## config.mk

```make
export PLATFORM = sky130hd
export DESIGN_NAME = dmem_arbiter
export DESIGN_NICKNAME = d
export VERILOG_FILES = /design/src/rtl/dmem_arbiter.sv
export SDC_FILE = /design/constraint.sdc
export NUM_CORES = 1
export LEC_CHECK = 0
export BUFFER_PORTS_ARGS = -buffer_cell sky130_fd_sc_hd__buf_2
export CAP_MARGIN = 25
export CORE_AREA = 2 2 108 110
export DETAILED_ROUTE_END_ITERATION = 10
export DIE_AREA = 0 0 110 112
export SLEW_MARGIN = 20
export SYNTH_ARGS = -nofsm -noshare
export SYNTH_HDL_FRONTEND = slang
export SYNTH_HIERARCHICAL = 1
export SYNTH_SLANG_ARGS = --single-unit
```

## constraint.sdc

```tcl
create_clock -name clk -period 6 [get_ports clk]
set_clock_uncertainty 0.2 [all_clocks]
set_input_delay 0.3 -clock clk [delete_from_list [all_inputs] [get_ports clk]]
set_output_delay 0.3 -clock clk [all_outputs]
set_load 0.02 [all_outputs]
```

## src/rtl/dmem_arbiter.sv

```systemverilog
// Round-robin arbiter that shares the single-port data memory between NUM_REQ requesters.
// Read results return tagged to the issuing requester after READ_LATENCY cycles.

module dmem_arbiter_rdStage #(
    parameter int IDW = 2
) (
    input  logic           clk,
    input  logic           rstN,
    input  logic           inVld,
    input  logic [IDW-1:0] inId,
    output logic           outVld,
    output logic [IDW-1:0] outId
);
    always_ff @(posedge clk) begin
        if (!rstN) begin
            outVld <= 1'b0;
            outId  <= '0;
        end else begin
            outVld <= inVld;
            outId  <= inId;
        end
    end
endmodule

module dmem_arbiter #(
    parameter int NUM_REQ      = 3,
    parameter int DATA_WIDTH   = 36,
    parameter int ADDR_WIDTH   = 12,
    parameter int READ_LATENCY = 1
) (
    input  logic                          clk,
    input  logic                          rstN,
    input  logic [NUM_REQ-1:0]            req,
    input  logic [NUM_REQ-1:0]            wrEn,
    input  logic [NUM_REQ-1:0]            lock,
    input  logic [NUM_REQ*ADDR_WIDTH-1:0] addr,
    input  logic [NUM_REQ*DATA_WIDTH-1:0] wrData,
    output logic [NUM_REQ-1:0]            gnt,
    output logic [NUM_REQ-1:0]            rdValid,
    output logic [DATA_WIDTH-1:0]         rdData,
    output logic [ADDR_WIDTH-1:0]         mem_addr,
    output logic                          mem_wrEn,
    output logic [DATA_WIDTH-1:0]         mem_data,
    input  logic [DATA_WIDTH-1:0]         mem_q
);
    localparam int IDW = $clog2(NUM_REQ);

    logic [IDW-1:0]        ptr, winner, nextPtr;
    logic                  anyReq, grant;
    logic [ADDR_WIDTH-1:0] addrArr [NUM_REQ];
    logic [DATA_WIDTH-1:0] dataArr [NUM_REQ];

    genvar gi;
    generate
        for (gi = 0; gi < NUM_REQ; gi++) begin : g_unpack
            assign addrArr[gi] = addr[gi*ADDR_WIDTH +: ADDR_WIDTH];
            assign dataArr[gi] = wrData[gi*DATA_WIDTH +: DATA_WIDTH];
        end
    endgenerate

    // Scan from farthest to nearest so the requester closest to ptr wins.
    always_comb begin
        int j;
        winner = '0;
        anyReq = 1'b0;
        for (int k = NUM_REQ - 1; k >= 0; k--) begin
            j = int'(ptr) + k;
            if (j >= NUM_REQ) j = j - NUM_REQ;
            if (req[j[IDW-1:0]]) begin
                winner = j[IDW-1:0];
                anyReq = 1'b1;
            end
        end
    end

    assign grant    = anyReq & rstN;
    assign gnt      = grant ? (NUM_REQ'(1) << winner) : '0;
    assign mem_addr = grant ? addrArr[winner] : '0;
    assign mem_data = grant ? dataArr[winner] : '0;
    assign mem_wrEn = grant & wrEn[winner];

    assign nextPtr = (winner == IDW'(NUM_REQ - 1)) ? '0 : winner + 1'b1;

    always_ff @(posedge clk) begin
        if (!rstN)
            ptr <= '0;
        else if (grant)
            ptr <= lock[winner] ? winner : nextPtr;
    end

    logic [READ_LATENCY:0] vldPipe;
    logic [IDW-1:0]        idPipe [READ_LATENCY+1];

    assign vldPipe[0] = grant & ~mem_wrEn;
    assign idPipe[0]  = winner;

    generate
        for (gi = 0; gi < READ_LATENCY; gi++) begin : g_rdPipe
            dmem_arbiter_rdStage #(.IDW(IDW)) uStage (
                .clk    (clk),
                .rstN   (rstN),
                .inVld  (vldPipe[gi]),
                .inId   (idPipe[gi]),
                .outVld (vldPipe[gi+1]),
                .outId  (idPipe[gi+1])
            );
        end
    endgenerate

    // Gated by rstN so a read landing in the reset cycle is also dropped.
    assign rdValid = (rstN && vldPipe[READ_LATENCY]) ? (NUM_REQ'(1) << idPipe[READ_LATENCY]) : '0;
    assign rdData  = mem_q;
endmodule

```

After elaboration in Yosys (flattened, before gate mapping)
Index checks and enable logic that the tools add are counted.

Shift-type cells: 2. Multiplexer cells: 31. Bitwise gates (word level): 5. Order comparisons: 8. Equal/unequal tests: 1. Reduce and logical (&&, ||, !) cells: 1. Add/subtract/negate cells: 6.

Operators by type and width (number): two-way mux 36 bit (3); binary-select mux 36 bit (select 2 bit) (1); two-way mux 12 bit (3); binary-select mux 12 bit (select 2 bit) (1); two-way mux 2 bit (8); less-than comparator 2 x 3 -> 1 bit, second input constant (4); binary-select mux 1 bit (select 2 bit) (5); two-way mux 1 bit (8); greater-or-equal comparator 3 x 2 -> 1 bit, second input constant (2); two-way mux 3 bit (2); left shift 1 x 2 -> 3 bit, first input constant (2); subtractor 2 bit, second input constant (3); adder 2 x 1 -> 3 bit, second input constant (1); adder 2 x 2 -> 3 bit, second input constant (1); bitwise AND 1 bit (3); greater-or-equal comparator 3 bit, second input constant (1); inverter 2 -> 3 bit (1); adder 2 x 1 -> 2 bit, second input constant (1); == test 2 bit, second input constant (1); greater-or-equal comparator 2 bit, second input constant (1); logical AND 1 bit (1); inverter 1 bit (1).

Input bits: 191. Output and inout port bits: 91. Register bits: 5.

Depth between registers and ports, before layout
Gate-level depths: netlist of run 1.

Depth after elaboration: 13. Gate-level depth with buffers: 11.

By module
Netlist of run 1, hierarchy kept.

By module, submodules not included: dmem_arbiter (times used 1, sequential area each 40.0 um^2, area each 1536.5 um^2, cells each 212); dmem_arbiter_rdStage (times used 1, sequential area each 60.1 um^2, area each 78.8 um^2, cells each 6).

Worst setup path after synthesis of run 1
No wires, ideal clock.

Kind: reg-to-output. From: register ptr[0]. To: output port mem_addr[4]. Buffers on the path: 2. Setup slack: 3340 ps. Cell stages (with the launch flop): 11. Data required time: 5500 ps. Arrival: 2160 ps. Path through: dfxtp_1 -> inv_1 -> ha_1 -> and2_1 -> o21ai_0 -> o211ai_4 -> inv_4 -> buf_6 -> buf_2 -> a22oi_1 -> a21oi_1.

RTL lines: from (decl) (line 48) `logic [IDW-1:0] ptr, winner, nextPtr;`; from (signal assigned) (line 88) `ptr <= lock[winner] ? winner : nextPtr;`; to (decl) (line 41) `output logic [ADDR_WIDTH-1:0] mem_addr,`.

Final worst setup path of run 1
From: register ptr[0]. To: output port mem_data[23].

Longest elaborated chain between the ends: 13. Elaborated cells on any way between the ends: 29. Those cells by class: 5 x add/sub; 3 x order compare; 19 x mux; 2 x bitwise.

Ends and longest elaborated chain: adder 2 x 2 -> 3 bit (line 67) `j = int'(ptr) + k;`; greater-or-equal comparator 3 x 2 -> 1 bit / subtractor 2 bit (equally long branches) (line 68) `if (j >= NUM_REQ) j = j - NUM_REQ;`; two-way mux 2 bit (line 68); binary-select mux 1 bit (select 2 bit) (line 69) `if (req[j[IDW-1:0]]) begin`; two-way mux 1 bit (implied by the code) (line 69); two-way mux 2 bit (3 in series) (line 69); inverter 2 -> 3 bit (implied by the code) (line 79) `assign mem_data = grant ? dataArr[winner] : '0;`; binary-select mux 36 bit (select 2 bit) (line 79); two-way mux 36 bit (implied by the code) (2 in series) (line 79); two-way mux 36 bit * (line 79); to (decl) (line 43) `output logic [DATA_WIDTH-1:0] mem_data,`.

Mark *: on every way between the ends. The rest lies on a longest branch, timed or not. The select of a mux whose other input is x is not followed.

==> results of run 1 <==
[cell families after synthesis]
| kind of cell | share of synthesized area, % |
|---|---|
| and+or+nand+nor | 26.26 |
| adders and majority gates | 2.246 |
| AOI/OAI and AO/OA | 39.27 |
| buffers and inverters | 26.03 |
| DFF | 6.197 |
[sequential cells by signal (all words and copies together), names as in the netlist]
signal                  cells
g_rdPipe.uStage/outId       2
g_rdPipe.uStage/outVld      1
ptr                         2
[per-stage QoR]
| stage | utilization [%] | setup WS [ps] | power [mW] | std cells |
|---|---|---|---|---|
| after floorplan | - | 3340 | 0.3241 | 218 |
| after global placement | 21.98 | 2084 | 0.4052 | 514 |
| after detailed placement | 21.98 | 1822 | 0.4156 | 514 |
| after CTS | 22.69 | 1571 | 0.5272 | 518 |
| after global routing | 22.95 | 1724 | 0.5660 | 520 |
| final | 22.95 | 1971 | 0.5289 | 520 |
[critical path, cell delays in order, from the launching register on]
cell     delay (ps)
dfxtp_1         340
inv_1            50
ha_1            360
nor2b_1         160
o21a_1          200
a31oi_4         450
inv_2           490
nor3_4          510
buf_8           230
buf_4           180
a221o_1         150
buf_2           160
[final timing paths]
kind / startpoint / to / slack, ps / cells past startpoint
setup / recovery: ptr[0]$_SDFFE_PN0P_ / mem_data[23] / 1970 / 11
hold / removal: lock[0] / ptr[0]$_SDFFE_PN0P_ / 160 / 3
setup reg to reg: ptr[0]$_SDFFE_PN0P_ / ptr[0]$_SDFFE_PN0P_ / 3050 / 8
hold reg to reg: ptr[1]$_SDFFE_PN0P_ / ptr[1]$_SDFFE_PN0P_ / 300 / 2
[synthesized netlist by cell type (all sizes together) (2+ instances only)]
library cell	n
a21oi	18
a221o	33
a22oi	16
and2	5
and3	34
buf	48
clkbuf	10
dfxtp	5
ha	2
inv	5
nand2	2
nand3	16
nor2	2
nor3	3
nor3b	3
o211ai	2
o21ai	4
[metal layers]
layer  vias up  track usage (%)  share of wire (%)
li1       1138                -                  -
met1      1127            12.50                 38
met2       147            20.41                 51
met3        20           0.7026                8.9
met4         0            3.376                1.8
met5         -                0                  0
[layout make-up]
type	instances	area (sq um)
Sequential cell	5	100.1
Inverter	5	21.27
Clock buffer	4	78.83
Timing Repair Buffer	213	1091
Multi-Input combinational cell	150	1095
Fill cell	1247	8610
Tap cell	143	178.9
[power groups by stage]
stage | Sequential [mW] | Clock, mW | Combinational [mW]
after floorplan | 0.0397 | 0 | 0.284
after global placement | 0.0402 | 0 | 0.365
after detailed placement | 0.0402 | 0 | 0.375
after CTS | 0.0399 | 0.111 | 0.376
after global routing | 0.0402 | 0.113 | 0.413
final | 0.0399 | 0.110 | 0.380
==> summary.md, run 1 <==
| Metric | Value |
|---|---|
| Run status | completed |
| First-pass GRT wire length | 10610 um |
| Final period util | 67.15% |
| Gpl congestion | 0.6966 |
| Combinational power share | 71.8% |
| Hold_ws | 162.2 ps |
| Cell count after synthesis | 218 |
| RSZ-0062 raised after global routing | no |
| Post-synth EDFFs | 0 |
| Unique masters post-synth | 34 |
| Iter 0 DRT Violations | 112 |
| Total Routing Usage GR | 10.76% |
| Asr flop ratio synth | 0% |
| Critical Path AT | 3530 ps |
| Post-CTS Setup Inserts | 0 |
| Initial antenna violation count | 0 |
| Routed length per instance | 14.58 um |
| Synthesized Nets | 411 |
| Seq/Total Area, Yosys | 6.197% |
| Yosys top cell area share | 20.45% |
| Post-CTS sizing | 0 |
| Final setup vio count | 0 |
| Post-layout instance area | 0.002565 sq mm |
| Total core area | 0.01117 sq mm |
| Clock-pin slew on the worst setup and hold paths | 30 ps |
| Fmax | 0.2482 GHz |
| DR vias | 2432 |
| Die area | 0.01232 sq mm |
| H-tree Lvls | 1 |
| Synth Warn # | 6 |
| Layout Nets | 571 |
| Power per cell area | 206.2 mW/mm^2 |
| P&R area growth vs syn | 58.79% |
| P_sw | 0.2485 mW |
| Clk buf depth | 2 |
| Hold buffers post-CTS | 0 |
| Hold Fails Final Rpt | 0 |
| Least-Margin Pin Slew | 868.2 ps |
| Dominant synthesized flop cell | dfxtp_1 |
| Slew HR | 42.04% |
| Largest net degree at the start of global routing | 55 |
| Max_cap viols | 0 |
| Final Max Slew Viols | 0 |
| Area leader, netlist | a221o_1 |
| Register share of total power | 7.5% |
| CP max FO | 54 |
| Register bit total from synthesis | 5 |
| Placed cell area | 0.002456 sq mm |
| Worst VDD drop | 90.95 uV |
| Setup TNS | 0 ps |
| Clock Sinks | 5 |
| Via-to-Cell Ratio | 4.677 |
| Die W | 110 um |
| Commonest non-fill, non-tap cell in the layout | buf_2 |
| Switching part of the total | 46.99% |
| Synth Cell Area | 0.001615 sq mm |
| Synth area leaders | a221o_1 (20%), buf_4 (17%), and3_1 (13%) |
| Req. time, crit path | 5500 ps |
| CTS Buf Count | 3 |
| Leak | 1.491 nW |
| Ant diodes | 0 |
| I/O Buffers | 209 |
| Root buf cell | clkbuf_16 |
| Layout cell share with drive strength beyond 1 | 59.15% |
| Post-route DRC | 0 |
| Post-route minimum period | 4029 ps |
| Hold Path Class | input pin to flip-flop |
| Setup crit start kind | flip-flop |
| DP HPWL | 6160 um |
| Total wire length | 7581 um |
| Number of global-route vias before repair | 2259 |
| Worst skew pair latency | 230 ps |
| Die height | 112 um |
| Most frequent cells in the layout | buf_2 (209), and3_1 (34), a221o_1 (33), a21oi_1 (18) |
| Worst Path Class, Setup | flip-flop to output pin |
| Drt first pass iters | 4 |
| Row count | 39 |
| Clock network power share | 20.7% |
| Starting Density | 14.46% |
| Avg Inst Size Synth | 7.410 sq um |
| Ports | 282 |
| Critical path capture point type | output pin |
| Post-route ant nets | 0 |
| CTS tree | built |
| Gr ovfl total | 0 |
| Internal Pwr Total | 0.2804 mW |
Power figures use the tool's default switching activity.
==> inputs of run 2 (changes only) <==
==> constraint.sdc (replaced) <==
create_clock -name clk -period 3.4 [get_ports clk]
set_clock_uncertainty 0.2 [all_clocks]
set_input_delay 0.17 -clock clk [delete_from_list [all_inputs] [get_ports clk]]
set_output_delay 0.17 -clock clk [all_outputs]
set_load 0.02 [all_outputs]
==> run 2 against run 1 <==
Total power increased by 78%. Non-clock buffer count up 5. Combinational power is 78% higher. Via count up 0.86%. Count of clock-buffer cells in the layout unchanged. Worst setup slack lost 1800 ps. Clock power increased by 77%. Hold slack got worse by 130 ps. Critical path depth shrank 2. Critical path type unchanged. Critical endpoint is now mem_addr[3].
==> summary.md, run 2 (same netlist as run 1, synthesis figures left out) <==
| Metric | Value |
|---|---|
| Run status | completed |
| Die height | 112 um |
| Gpl congestion | 0.7297 |
| Commonest non-fill, non-tap cell in the layout | buf_2 |
| Root buf cell | clkbuf_16 |
| Setup TNS | 0 ps |
| Power per cell area | 364.0 mW/mm^2 |
| Clk buf depth | 2 |
| Worst Path Class, Setup | flip-flop to output pin |
| Iter 0 DRT Violations | 88 |
| Final setup vio count | 0 |
| Hold buffers post-CTS | 0 |
| Final Max Slew Viols | 0 |
| Most frequent cells in the layout | buf_2 (209), and3_1 (34), a221o_1 (33), a21oi_1 (18) |
| DR vias | 2453 |
| Hold Path Class | input pin to flip-flop |
| P&R area growth vs syn | 60.42% |
| Ports | 282 |
| Critical path's largest stage delay | 370 ps |
| Row count | 39 |
| Total wire length | 7833 um |
| Starting Density | 14.46% |
| CP max stage cell | buf_4 |
| Worst skew pair latency | 230 ps |
| Critical path capture point type | output pin |
| Die W | 110 um |
| Worst VDD drop | 124.4 uV |
| Total Routing Usage GR | 11.26% |
| CTS Buf Count | 3 |
| Layout Nets | 576 |
| RSZ-0062 raised after global routing | no |
| Gr ovfl total | 0 |
| Critical Path AT | 2870 ps |
| DP HPWL | 6471 um |
| Initial antenna violation count | 0 |
| Largest net degree at the start of global routing | 42 |
| Setup crit start kind | flip-flop |
| Layout cell share with drive strength beyond 1 | 59.69% |
| Total core area | 0.01117 sq mm |
| Clock Sinks | 5 |
| Placed cell area | 0.002494 sq mm |
| Max_cap viols | 0 |
| Fmax | 0.3088 GHz |
| Routed length per instance | 14.92 um |
| Number of global-route vias before repair | 2325 |
| CP max FO | 34 |
| Post-route DRC | 0 |
| First-pass GRT wire length | 11030 um |
| Ant diodes | 0 |
| I/O Buffers | 209 |
| Via-to-Cell Ratio | 4.672 |
| CTS tree | built |
| Req. time, crit path | 3030 ps |
| Die area | 0.01232 sq mm |
| Post-route ant nets | 0 |
| Biggest regs | g_rdPipe.uStage/outId x2, ptr x2, g_rdPipe.uStage/outVld x1 |
| H-tree Lvls | 1 |
| Clock-pin slew on the worst setup and hold paths | 30 ps |
| Slew HR | 60.69% |
| Leak | 1.510 nW |
| Critical path, cell by cell | inv_1 > ha_1 > maj3_2 > o211ai_4 > inv_4 > nor3_4 > buf_4 > a221o_1 > buf_2 |
| Final period util | 95.24% |
| Hold Fails Final Rpt | 0 |
| Post-layout instance area | 0.002591 sq mm |
| Drt first pass iters | 4 |
| Post-route minimum period | 3238 ps |
| Least-Margin Pin Slew | 589.7 ps |
==> run 2: cell types whose count changed in the layout (fill, tap and decap cells not counted), sizes merged <==
cell	delta
buf	+5
==> run 2: metal layers <==
layer  part of all wire (%)  track usage [%]  vias up
li1                       -                -     1145
met1                     39            13.30     1143
met2                     49            20.70      145
met3                    9.7            1.522       20
met4                    1.5            3.207        0
met5                      0                0        -
==> run 2: area by class of cell <==
type,instances,area (sq um)
Clock buffer,4,78.83
Inverter,5,21.27
Sequential cell,5,100.1
Timing Repair Buffer,218,1117
Tap cell,143,178.9
Multi-Input combinational cell,150,1095
Fill cell,1266,8583
==> run 2: worst paths after layout <==
check	from	endpoint	slack, ps	cells past startpoint
worst max register to register	ptr[0]$_SDFFE_PN0P_	g_rdPipe[0].uStage/outVld$_SDFF_PN0_	880	10
worst min-delay path	lock[0]	ptr[0]$_SDFFE_PN0P_	30	3
worst min register to register	ptr[1]$_SDFFE_PN0P_	ptr[1]$_SDFFE_PN0P_	320	2
worst max-delay path	ptr[0]$_SDFFE_PN0P_	mem_addr[3]	160	9
==> run 2: what timing repair did <==
action	CTS	global route
endpoints found under the setup margin	0	15
buffers inserted	0	2
resized for setup	0	1
==> run 2: report_power, final <==
group / switching [mW] / internal [mW] / leakage, nW
sequential: 0.00459 / 0.0660 / 0.0411
clock: 0.0395 / 0.156 / 0.0382
combinational: 0.399 / 0.279 / 1.43
total: 0.443 / 0.500 / 1.51
==> run 2: metrics by stage <==
step                      instances  setup WS, ps  total power, mW  utilization (%)  hold WS [ps]
final                           525         161.8           0.9431            23.19         29.37
after global routing            525         10.65            1.012            23.19         45.64
after CTS                       523         103.1           0.9445            23.02         23.80
after detailed placement        519         345.8           0.7462            22.32         140.1
after global placement          519         462.1           0.7290            22.32         140.1
after floorplan                 218         869.9           0.5720                -         91.71
==> run 2: critical path, delay by kind of cell, from the launching register on <==
kind	cells	cell delay (ps)
fa+ha+maj	2	700
buf+inv	4	770
flops	1	350
simple gates	1	200
compound gates	2	590
